===== config.mk =====
export PLATFORM = sky130hd
export DESIGN_NAME = gray_codec_pipe
export DESIGN_NICKNAME = d
export VERILOG_FILES = /design/src/rtl/gray_codec_pkg.sv /design/src/rtl/gray_codec_stage.sv /design/src/rtl/gray_codec_pipe.sv
export SDC_FILE = /design/constraint.sdc
export NUM_CORES = 1
export LEC_CHECK = 0
export CAP_MARGIN = 20
export CORE_MARGIN = 3
export CORE_UTILIZATION = 59
export DETAILED_ROUTE_END_ITERATION = 6
export PLACE_DENSITY_LB_ADDON = 0.1
export SLEW_MARGIN = 5
export SYNTH_ARGS = -nofsm -noshare
export SYNTH_HDL_FRONTEND = slang
export SYNTH_HIERARCHICAL = 1
export SYNTH_SLANG_ARGS = --single-unit

===== constraint.sdc =====
create_clock -name clk -period 3.9 [get_ports clk]
set_input_delay 0.39 -clock clk [delete_from_list [all_inputs] [get_ports clk]]
set_output_delay 0.39 -clock clk [all_outputs]
set_load 0.02 [all_outputs]

===== src/rtl/gray_codec_pkg.sv =====
// Shared types and chunk-geometry helpers for the pipelined Gray/binary codec.
package gray_codec_pkg;

  typedef enum logic {G2B = 1'b0, B2G = 1'b1} codec_mode_e;

  function automatic int chunk_width(input int data_width, input int stages);
    return (data_width + stages - 1) / stages;
  endfunction

  // Low bit of stage s's chunk; trailing chunks may run past bit 0.
  function automatic int chunk_lo(input int s, input int data_width, input int stages);
    int lo;
    lo = data_width - (s + 1) * chunk_width(data_width, stages);
    return (lo < 0) ? 0 : lo;
  endfunction

endpackage


===== src/rtl/gray_codec_stage.sv =====
// One pipeline stage: resolves its chunk of the Gray-to-binary prefix XOR and
// holds the valid/mode/data registers for the word it carries.
module gray_codec_stage
  import gray_codec_pkg::*;
#(
  parameter int DATA_WIDTH = 16,
  parameter int STAGE_IDX  = 0,
  parameter int STAGES     = 4
) (
  input  logic                  clk,
  input  logic                  resetn,
  input  logic                  flush,
  input  logic                  ld,
  input  logic                  adv,
  input  logic                  up_mode,
  input  logic [DATA_WIDTH-1:0] up_data,
  output logic                  valid,
  output logic                  mode,
  output logic [DATA_WIDTH-1:0] data
);

  localparam int CW = chunk_width(DATA_WIDTH, STAGES);
  localparam int HI = DATA_WIDTH - 1 - STAGE_IDX * CW;

  logic [DATA_WIDTH-1:0] conv;
  logic                  valid_q, valid_d, mode_q, mode_d;
  logic [DATA_WIDTH-1:0] data_q, data_d;

  if (HI >= 0) begin : g_chain
    localparam int LO   = chunk_lo(STAGE_IDX, DATA_WIDTH, STAGES);
    localparam int SEED = (STAGE_IDX == 0) ? 0 : HI + 1;
    logic acc;

    // Bits above HI are already binary, so bit HI+1 seeds this chunk.
    always_comb begin
      conv = up_data;
      acc  = (STAGE_IDX == 0) ? 1'b0 : up_data[SEED];
      if (up_mode == G2B) begin
        for (int i = HI; i >= LO; i--) begin
          acc     = acc ^ up_data[i];
          conv[i] = acc;
        end
      end
    end
  end else begin : g_pass
    assign conv = up_data;
  end

  always_comb begin
    valid_d = valid_q;
    mode_d  = mode_q;
    data_d  = data_q;
    if (ld) begin
      valid_d = 1'b1;
      mode_d  = up_mode;
      data_d  = conv;
    end else if (adv) begin
      valid_d = 1'b0;
    end
    if (flush) valid_d = 1'b0;
  end

  always_ff @(posedge clk or negedge resetn) begin
    if (!resetn) begin
      valid_q <= 1'b0;
      mode_q  <= 1'b0;
      data_q  <= '0;
    end else begin
      valid_q <= valid_d;
      mode_q  <= mode_d;
      data_q  <= data_d;
    end
  end

  assign valid = valid_q;
  assign mode  = mode_q;
  assign data  = data_q;

endmodule


===== src/rtl/gray_codec_pipe.sv =====
// Pipelined Gray<->binary converter with valid/ready on both sides; the
// direction travels with each word so mixed-mode streams need no bubbles.
module gray_codec_pipe
  import gray_codec_pkg::*;
#(
  parameter int DATA_WIDTH = 16,
  parameter int STAGES     = 4
) (
  input  logic                         clk,
  input  logic                         resetn,
  input  logic                         flush,
  input  logic                         in_valid,
  output logic                         in_ready,
  input  logic                         in_mode,
  input  logic [DATA_WIDTH-1:0]        in_data,
  output logic                         out_valid,
  input  logic                         out_ready,
  output logic                         out_mode,
  output logic [DATA_WIDTH-1:0]        out_data,
  output logic [$clog2(STAGES+1)-1:0]  count
);

  localparam int CNT_W = $clog2(STAGES + 1);

  logic [STAGES-1:0]                 vld, mde, adv, ld;
  logic [STAGES-1:0][DATA_WIDTH-1:0] dat;
  logic [DATA_WIDTH-1:0]             in_conv;
  logic                              in_acc;
  logic [CNT_W-1:0]                  count_q, count_d;

  // Ready ripples back from out_ready so a full pipe can move every cycle.
  always_comb begin
    adv = '0;
    adv[STAGES-1] = vld[STAGES-1] & out_ready;
    for (int s = STAGES - 2; s >= 0; s--)
      adv[s] = vld[s] & (~vld[s+1] | adv[s+1]);
  end

  assign in_ready = ~vld[0] | adv[0];
  assign in_acc   = in_valid & in_ready & ~flush;
  assign in_conv  = in_mode ? (in_data ^ (in_data >> 1)) : in_data;

  always_comb begin
    ld    = adv << 1;
    ld[0] = in_acc;
  end

  for (genvar s = 0; s < STAGES; s++) begin : g_stage
    logic                  up_mode;
    logic [DATA_WIDTH-1:0] up_data;
    if (s == 0) begin : g_head
      assign up_mode = in_mode;
      assign up_data = in_conv;
    end else begin : g_body
      assign up_mode = mde[s-1];
      assign up_data = dat[s-1];
    end

    gray_codec_stage #(
      .DATA_WIDTH (DATA_WIDTH),
      .STAGE_IDX  (s),
      .STAGES     (STAGES)
    ) u_stage (
      .clk     (clk),
      .resetn  (resetn),
      .flush   (flush),
      .ld      (ld[s]),
      .adv     (adv[s]),
      .up_mode (up_mode),
      .up_data (up_data),
      .valid   (vld[s]),
      .mode    (mde[s]),
      .data    (dat[s])
    );
  end

  always_comb begin
    count_d = count_q + CNT_W'(in_acc) - CNT_W'(adv[STAGES-1]);
    if (flush) count_d = '0;
  end

  always_ff @(posedge clk or negedge resetn) begin
    if (!resetn) count_q <= '0;
    else         count_q <= count_d;
  end

  assign count     = count_q;
  assign out_valid = vld[STAGES-1];
  assign out_mode  = mde[STAGES-1];
  assign out_data  = dat[STAGES-1];

endmodule

==> impl_metrics.env <==
export IMPL_synth_simple_area_share=0.0745
export IMPL_power_density_nw_per_um2=682
export IMPL_start_kind="input port"
export IMPL_clk_pin_slew_ns=0.08
export IMPL_required_ns=4.11
export IMPL_cp_arrival_ns=2.50
export IMPL_crit_chain="clkdlybuf4s50_1 > and2b_1 > a41o_1 > ha_1 > inv_1 > ha_1 > inv_1 > fa_1 > xnor3_1 > nor2_1"
export IMPL_clock_fmax_ghz=0.437
export IMPL_grt_use_total=0.189
export IMPL_hold_slack_ns=0.173
export IMPL_synth_xor_area_frac=0.117
export IMPL_grt_max_degree=40
export IMPL_synth_top_family_by_area="multiplexers"
export IMPL_p_total_mw=2.81
export IMPL_synth_adder_area_share=0.0133
export IMPL_cts_root_buf="clkbuf_8"
export IMPL_finalMaxSlewViolations=0
export IMPL_route_vias_total=2067
export IMPL_finClkSkew_ns=0.00951
export IMPL_setup_violations=0
export IMPL_worstSetupPathType="input port to flop"
export IMPL_io_pins=44
export IMPL_yosys_top_cells_count="75 x dfrtp_1, 53 x mux2_2, 29 x xnor2_1"
export IMPL_slowest_stage="clkdlybuf4s50_1"
export IMPL_end_kind="flop"
export IMPL_hp_class="input port to async pin"
export IMPL_path_max_fanout=6
export IMPL_postCtsResizedCells=0
export IMPL_clkLatencyLatePin_ns=0.33
export IMPL_clock_path_buffers=2
export IMPL_globalplace_congestion=0.727
export IMPL_cts_sinks=75
export IMPL_yosysSeqAreaShare=0.553
export IMPL_numCtsBuffers=9
export IMPL_n_antenna_cell=0
export IMPL_rsz0062_at_grt="no"
export IMPL_period_share=0.587
export IMPL_syn_instance_count=269
export IMPL_viasPerCell=5.23
export IMPL_coreArea_um2=5340
export IMPL_die_h_um=81.9
export IMPL_utilization=0.773
export IMPL_ys_warn_count=6
export IMPL_avgSynthCellArea_um2=12.6
export IMPL_antenna_found_initial=0
export IMPL_grt_pass1_vias=2074
export IMPL_dieArea_um2=6700
export IMPL_finalNetCount=345
export IMPL_drt_iter0_drc=60
export IMPL_wl_per_cell_um=13.7
export IMPL_worstMarginPinSlew_ns=1.02
export IMPL_final_fill_count=365
export IMPL_ys_top_cells_by_area="dfrtp_1 55%, mux2_2 18%, xnor2_1 7.5%"
export IMPL_cts_tree="yes"
export IMPL_grt_overflow=0
export IMPL_antenna_left=0
export IMPL_synth_most_common_cell="dfrtp_1"
export IMPL_hpwl_mm=3.77
export IMPL_synth_compound_area_frac=0.0468
export IMPL_synthMuxAreaShare=0.176
export IMPL_io_buffers=43
export IMPL_initial_core_util=0.636
export IMPL_syn_nets=294
export IMPL_hold_viol=0
export IMPL_path_buf_inv=3
export IMPL_htreeDepth=3
export IMPL_synth_largest_area_cell="dfrtp_1"
export IMPL_setup_tns_ns=0
export IMPL_crit_path_max_incr_delay_ns=0.46
export IMPL_wl_mm=5.41
export IMPL_slew_headroom=0.319
export IMPL_synth_edff_count=0
export IMPL_synth_seq_cells=75
export IMPL_maxCapViolCount=0
export IMPL_post_cts_buffers=0
export IMPL_syn2layout_area_growth_pct=21.5
export IMPL_cp_top_family="adder cells"
export IMPL_ys_flop_type="dfrtp_1"
export IMPL_async_flop_share=1.00
export IMPL_placed_cells=379
export IMPL_grt_first_pass_wirelength_mm=9.56
export IMPL_die_w_um=81.9
export IMPL_syn_area_um2=3390
export IMPL_peakVddDrop_mv=0.375
export IMPL_period_minus_slack_ns=2.29
export IMPL_drtPass1Iterations=4
export IMPL_layout_drive_gt1_share=0.249
export IMPL_drc_errors=0
export IMPL_synth_top_area_frac=0.553
export IMPL_postCtsHoldBufs=0
export IMPL_status="finished clean"
export IMPL_num_rows=26
export IMPL_ys_types=26
export IMPL_p_leak_nw=1.73
export IMPL_final_cells=395
[layout by cell type, fill, tap and decap left out]
cell             synthesis  layout
a41oi_2                  0       1
nand4_1                  1       1
and2_1                   1       1
or3_1                    5       5
clkinv_2                 0       3
nand2_1                 15      15
xnor2_1                 29      29
clkdlybuf4s50_1          0      42
a21boi_2                 0       1
dfrtp_1                 75      75
a21oi_1                 14      14
buf_2                    0       1
buf_4                    0       6
fa_1                     1       1
clkbuf_8                 0      10
mux2_2                  53      53
xnor3_2                  3       3
a31oi_2                  0       1
clkinvlp_4               0       1
ha_1                     2       2
xor2_1                   3       3
a31oi_1                  6       5
o21ai_0                  5       5
nor2_1                  27      27
bufinv_16                0       1
clkbuf_1                 5       1
inv_1                    7       7
a41o_1                   1       1
nand2b_1                 1       1
and2b_1                  1       1
xnor3_1                  2       2
nor2b_1                  6       6
[cell type report]
type                    instances  area, um^2  area share
flip-flops and latches         75        1880       0.455
multi-input cells             178        1470       0.356
repair buffers                 49         470       0.114
clock buffers                  11         141      0.0343
well taps                      70        87.6      0.0212
clock inverters                 5        52.6      0.0127
inverters                       7        26.3     0.00637
[registers in the layout, summed over array words and instances (netlist names)]
| signal | flops |
|---|---|
| count | 3 |
| g_stage.u_stage/valid | 4 |
| g_stage.u_stage/data | 64 |
| g_stage.u_stage/mode | 4 |
[routing by layer]
layer | wire length, um | global-route usage | vias up | part of all wire
met5 | 0 | 0 | - | 0
met4 | 104 | 0.0897 | 0 | 0.019
met3 | 211 | 0.0362 | 9 | 0.039
met2 | 2440 | 0.298 | 40 | 0.45
met1 | 2660 | 0.253 | 989 | 0.49
li1 | - | - | 1029 | -
[cells by family (layout without fill, tap and decap cells)]
family                     after synthesis  after routing
buffers and inverters                   16             72
xor gates and xnor gates                37             37
adders and majority gates                3              3
AOI/OAI and AO/OA                       28             28
DFF                                     75             75
and+or+nand+nor                         57             57
muxes                                   53             53
[report_power, final]
| part | switching [mW] | internal [mW] |
|---|---|---|
| Clock | 0.266 | 0.310 |
| Sequential | 0.203 | 1.06 |
| Combinational | 0.402 | 0.572 |
[worst reg2reg max path: cells and delay by family (launching register included)]
kind / cells / cell delay, ns
compound gates: 1 / 0.27
xor+xnor: 1 / 0.20
fa+ha+maj: 3 / 0.77
buf+inv: 2 / 0.11
flops: 1 / 0.40
simple gates: 2 / 0.29
[through the flow]
stage	setup slack [ns]	cell area (um^2)
finish	1.61	4120
global route	1.48	4120
CTS	1.61	4120
detailed placement	1.26	3930
global placement	1.31	3930
floorplan	1.81	3390
[final timing paths]
path                                                              start                                       to  slack, ns  cells after the start
worst min-delay path                                             resetn   g_stage[3].u_stage/data[6]$_DFFE_PN0P_       0.17                      1
max in group asynchronous                                        resetn   g_stage[1].u_stage/data[5]$_DFFE_PN0P_       2.74                      2
min in group clk                g_stage[1].u_stage/data[12]$_DFFE_PN0P_  g_stage[2].u_stage/data[12]$_DFFE_PN0P_       0.50                      1
worst min register to register  g_stage[1].u_stage/data[12]$_DFFE_PN0P_  g_stage[2].u_stage/data[12]$_DFFE_PN0P_       0.50                      1
worst max register to register     g_stage[3].u_stage/valid$_DFFE_PN0P_                       count[2]$_DFF_PN0_       1.75                      9
worst max-delay path                                          out_ready                       count[2]$_DFF_PN0_       1.61                     10
(Power assumes the default switching activity.)
